`config.mk`:
```
export PLATFORM = sky130hd
export DESIGN_NAME = sum4_accumulator
export DESIGN_NICKNAME = d
export VERILOG_FILES = /design/src/rtl/sum4_accumulator.sv
export SDC_FILE = /design/constraint.sdc
export NUM_CORES = 1
export LEC_CHECK = 0
export BUFFER_PORTS_ARGS = -buffer_cell sky130_fd_sc_hd__buf_4
export CAP_MARGIN = 10
export CORE_UTILIZATION = 31
export CTS_CLUSTER_DIAMETER = 50
export DETAILED_ROUTE_END_ITERATION = 8
export GPL_TIMING_DRIVEN = 0
export PLACE_DENSITY = 0.55
export SLEW_MARGIN = 20
export SYNTH_ARGS = -nofsm -noshare
export SYNTH_HDL_FRONTEND = slang
export SYNTH_SLANG_ARGS = --single-unit
```
`constraint.sdc`:
```
create_clock -name clk -period 2.48 [get_ports clk]
set_input_delay 0.248 -clock clk [delete_from_list [all_inputs] [get_ports clk]]
set_output_delay 0.248 -clock clk [all_outputs]
set_load 0.1 [all_outputs]
```
`src/rtl/sum4_accumulator.sv`:
```
// rtl/sum4_accumulator.sv - saturating multi-beat accumulator for 5-bit adder results
//
// Collects N_SAMPLES beats of {carry, sum} over a valid/ready handshake into a
// saturating ACC_W-bit total, then offers the result on an output handshake.
//
// Ports:
//   clk        in   clock, rising edge
//   rst_n      in   asynchronous active-low reset
//   start      in   begins a run (honoured only in IDLE)
//   in_valid   in   upstream beat valid
//   in_ready   out  high while accumulating
//   in_sum     in   adder sum bits [3:0]
//   in_carry   in   adder carry-out
//   out_valid  out  result valid (DONE)
//   out_ready  in   downstream accepts the result
//   out_total  out  accumulated, saturated total
//   out_count  out  beats accepted in the current or last run
//   out_ovf    out  total saturated at some point in the run
//   out_match  out  final total equals TARGET (only while out_valid)
//   busy       out  not IDLE
module sum4_accumulator #(
  parameter int unsigned N_SAMPLES = 4,
  parameter int unsigned ACC_W     = 8,
  parameter int unsigned TARGET    = 0
) (
  input  logic             clk,
  input  logic             rst_n,
  input  logic             start,
  input  logic             in_valid,
  output logic             in_ready,
  input  logic [3:0]       in_sum,
  input  logic             in_carry,
  output logic             out_valid,
  input  logic             out_ready,
  output logic [ACC_W-1:0] out_total,
  output logic [7:0]       out_count,
  output logic             out_ovf,
  output logic             out_match,
  output logic             busy
);

  typedef enum logic [1:0] {
    IDLE  = 2'd0,
    ACCUM = 2'd1,
    DONE  = 2'd2
  } state_t;

  localparam logic [7:0] LAST_COUNT = 8'(N_SAMPLES - 1);

  state_t           state_q, state_d;
  logic [ACC_W-1:0] acc_q;
  logic [7:0]       count_q;
  logic             ovf_q;
  logic             match_q;

  logic             beat;
  logic             last_beat;
  logic             out_hs;
  logic [ACC_W:0]   operand;
  logic [ACC_W:0]   acc_sum;
  logic             sat;
  logic [ACC_W-1:0] acc_next;
  logic             next_match;

  // Handshake qualifiers come from the registered state only, so no input
  // reaches an output combinationally.
  assign in_ready  = (state_q == ACCUM);
  assign out_valid = (state_q == DONE);
  assign busy      = (state_q != IDLE);

  assign beat      = in_valid & in_ready;
  assign last_beat = beat & (count_q == LAST_COUNT);
  assign out_hs    = out_valid & out_ready;

  // One spare bit above the accumulator catches the carry out of the add;
  // with ACC_W >= 5 a single add of at most 31 can never wrap past it.
  assign operand  = {{(ACC_W - 4){1'b0}}, in_carry, in_sum};
  assign acc_sum  = {1'b0, acc_q} + operand;
  assign sat      = acc_sum[ACC_W];
  assign acc_next = sat ? {ACC_W{1'b1}} : acc_sum[ACC_W-1:0];

  // Compare in 32 bits so an out-of-range TARGET never matches by truncation.
  assign next_match = ({{(32 - ACC_W){1'b0}}, acc_next} == 32'(TARGET));

  always_comb begin
    state_d = state_q;
    case (state_q)
      IDLE:    if (start)     state_d = ACCUM;
      ACCUM:   if (last_beat) state_d = DONE;
      DONE:    if (out_hs)    state_d = IDLE;
      default:                state_d = IDLE;
    endcase
  end

  always_ff @(posedge clk or negedge rst_n) begin
    if (!rst_n) begin
      state_q <= IDLE;
    end else begin
      state_q <= state_d;
    end
  end

  always_ff @(posedge clk or negedge rst_n) begin
    if (!rst_n) begin
      acc_q   <= '0;
      count_q <= '0;
      ovf_q   <= 1'b0;
      match_q <= 1'b0;
    end else begin
      case (state_q)
        IDLE: begin
          if (start) begin
            acc_q   <= '0;
            count_q <= '0;
            ovf_q   <= 1'b0;
            match_q <= 1'b0;
          end
        end
        ACCUM: begin
          if (beat) begin
            acc_q   <= acc_next;
            count_q <= count_q + 8'd1;
            ovf_q   <= ovf_q | sat;
            // Registered on the way into DONE so it reflects the final total.
            if (last_beat) begin
              match_q <= next_match;
            end
          end
        end
        DONE: begin
          // Total, count and ovf stay visible in IDLE; match is DONE-only.
          if (out_hs) begin
            match_q <= 1'b0;
          end
        end
        default: begin
          match_q <= 1'b0;
        end
      endcase
    end
  end

  assign out_total = acc_q;
  assign out_count = count_q;
  assign out_ovf   = ovf_q;
  assign out_match = match_q;

endmodule

```
==> out/results.ini <==
[synth]
synth_cells=140
yosys.area.top_type=dfrtp_1
synth_top_area_share_pct=38.1
ys_seq_area_share_pct=38.1
ys_types=47
synth_area_mm2=0.00131
ys_ff_latch=20
syn_nets=157
synthFlopType=dfrtp_1
ys_warn_count=0
ys_async_sr_fraction_pct=100
syn_avg_cell_area_um2=9.38
synth_edf_count=0
ys_top_cells_by_area=dfrtp_1 38%, ha_1 5.7%, nor2_1 4.9%

[clocking]
ctsHtreeMaxLevel=1
post_cts_buffers=0
cts_sinks=20
ctsRootBufferMaster=clkbuf_8
cts_tree=done
clockBufferDepth=2
worstSkewPairLatency_ps=260
path_clk_slew_ps=80
cts_buffers=3

[setup_path]
cp-end-kind=flop
crit_required_ps=2600
criticalPathCategory=flop to flop
start_kind=flop
worstPathArrival_ps=2500
cp_max_fo=7

[place]
port_buffers=30
hpwl_um=2540
globalplace.congestion=0.855

[drt]
antenna_left=0
dr.pass1.iters=4
avgViaCountPerCell=5.28
drt_iter0_markers=49
vias=1188
drc_errors=0
wl_per_cell_um=14.8
routed_wl_um=3330

[final_layout]
areaGrowthSynthToFinish_pct=28.3
layout_common_cells=30 x buf_4, 19 x dfrtp_1, 17 x nor2_1, 11 x a21oi_1, 8 x nand2_1
layout_commonest_cell=buf_4
final_nets=193
antenna_cells=0
drive_gt1_share_pct=27.4

[sta]
hold_viol_final=0
skew_ps=4.57
final_max_slew_viol_count=0
layout_min_cycle_time_ps=2380
slew_headroom_pct=61.7
fin_tns_setup_ps=0
max_freq_ghz=0.420
worst-slew-pin-transition_ps=574
setup_viol=0
post-route-period-util_pct=96.1

[floorplanning]
coreArea_mm2=0.00403
die_area_mm2=0.00450
placementRows=23
start_util_pct=32.6
io_pins=31
die_w_um=67.1
fp.dieH_um=67.1

[global_routing]
grt_max_degree=21
grt_usage_pct=16.3
grt_pass1_wl_um=5460
overflow=0
antenna_found_initial=0
grt_pass1_vias=1140

[hold_path]
min_path_type=input pin to flop

[status]
outcome=finished clean

[flow_run]
maxCapViolations=0

Yosys cell counts (2+ instances only):
master	count
dfrtp_1	20
nor2_1	17
a21oi_1	11
nand2_1	8
ha_1	6
o21ai_0	6
a211oi_2	4
inv_1	4
nand3_1	4
xnor2_1	4
a31oi_1	3
nand4_1	3
o21bai_1	3
or2_2	3
xor2_1	3
a211oi_1	2
and3_1	2
buf_2	2
clkbuf_1	2
nor3_1	2
nor4_1	2
nor4b_1	2
o2111ai_1	2
o21a_1	2
routing by layer:
| metal | GRT usage [%] | share of wire (%) | wire length (um) |
|---|---|---|---|
| met4 | 2.39 | 0.30 | 10 |
| met1 | 22.1 | 46 | 1520 |
| met5 | 0 | 0 | 0 |
| met2 | 26.1 | 48 | 1600 |
| met3 | 4.28 | 6.1 | 202 |
worst max-delay path, cell delays in order (launching register included):
cell and delay [ps]:
dfrtp_2 430, ha_1 220, fa_1 440, a211oi_2 290
o21bai_1 260, a2111oi_1 490, nor3_1 110
state kept, by name (all words and copies together), names as in the netlist:
register,flops
state_q,2
out_ovf,1
out_count,8
out_total,8
out_match,1
worst paths after layout:
check,startpoint,to,slack [ps],cells after the start
worst max register to register,out_total[0]$_DFFE_PN0P_,out_total[5]$_DFFE_PN0P_,100,6
worst min-delay path,out_ready,state_q[1]$_DFFE_PN0P_,250,3
worst min register to register,out_ovf$_DFFE_PN0P_,out_ovf$_DFFE_PN0P_,510,2
worst max-delay path,out_total[0]$_DFFE_PN0P_,out_total[5]$_DFFE_PN0P_,100,6
min in group asynchronous,rst_n,out_count[5]$_DFFE_PN0P_,390,2
max in group asynchronous,rst_n,out_total[0]$_DFFE_PN0P_,1860,2
through the flow:
step	cell area, um^2	utilization, %	worst slack (ps)	hold slack [ps]	cells
after CTS	1680	41.8	199	245	225
after floorplan	1310	-	75.2	-47.6	140
after global placement	1600	39.8	191	139	220
final	1680	41.8	96.6	246	225
after detailed placement	1600	39.8	233	145	220
after global routing	1680	41.8	-21.5	262	225
cell type report:
cell class	count	area, um^2
plain buffers	5	28.8
clock buffers	3	41.3
clock inverters	1	30.0
fillers	423	2340
inverters	4	15.0
multi-input cells	111	769
flip-flops and latches	20	502
well taps	50	62.6
repair buffers	31	235
cell families (layout without fill, tap and decap cells):
| kind of cell | after synthesis | after routing | synth area share (%) |
|---|---|---|---|
| AO/OA/AOI/OAI | 43 | 43 | 24.4 |
| XOR/XNOR | 7 | 7 | 4.67 |
| adder cells (fa/ha/maj) | 7 | 7 | 7.24 |
| buffers and inverters | 9 | 44 | 3.34 |
| flip-flops | 20 | 20 | 38.1 |
| AND/OR/NAND/NOR | 54 | 54 | 22.2 |
repair_timing:
item / in CTS / in global routing
setup endpoints to repair: 0 / 1
gates resized for setup: 0 / 1
hold buffers: 1 / 0
endpoints found under the hold margin: 20 / 0
Power is not shown: default switching activity piles up to over one toggle a cycle in this logic, so the estimate is an artifact.
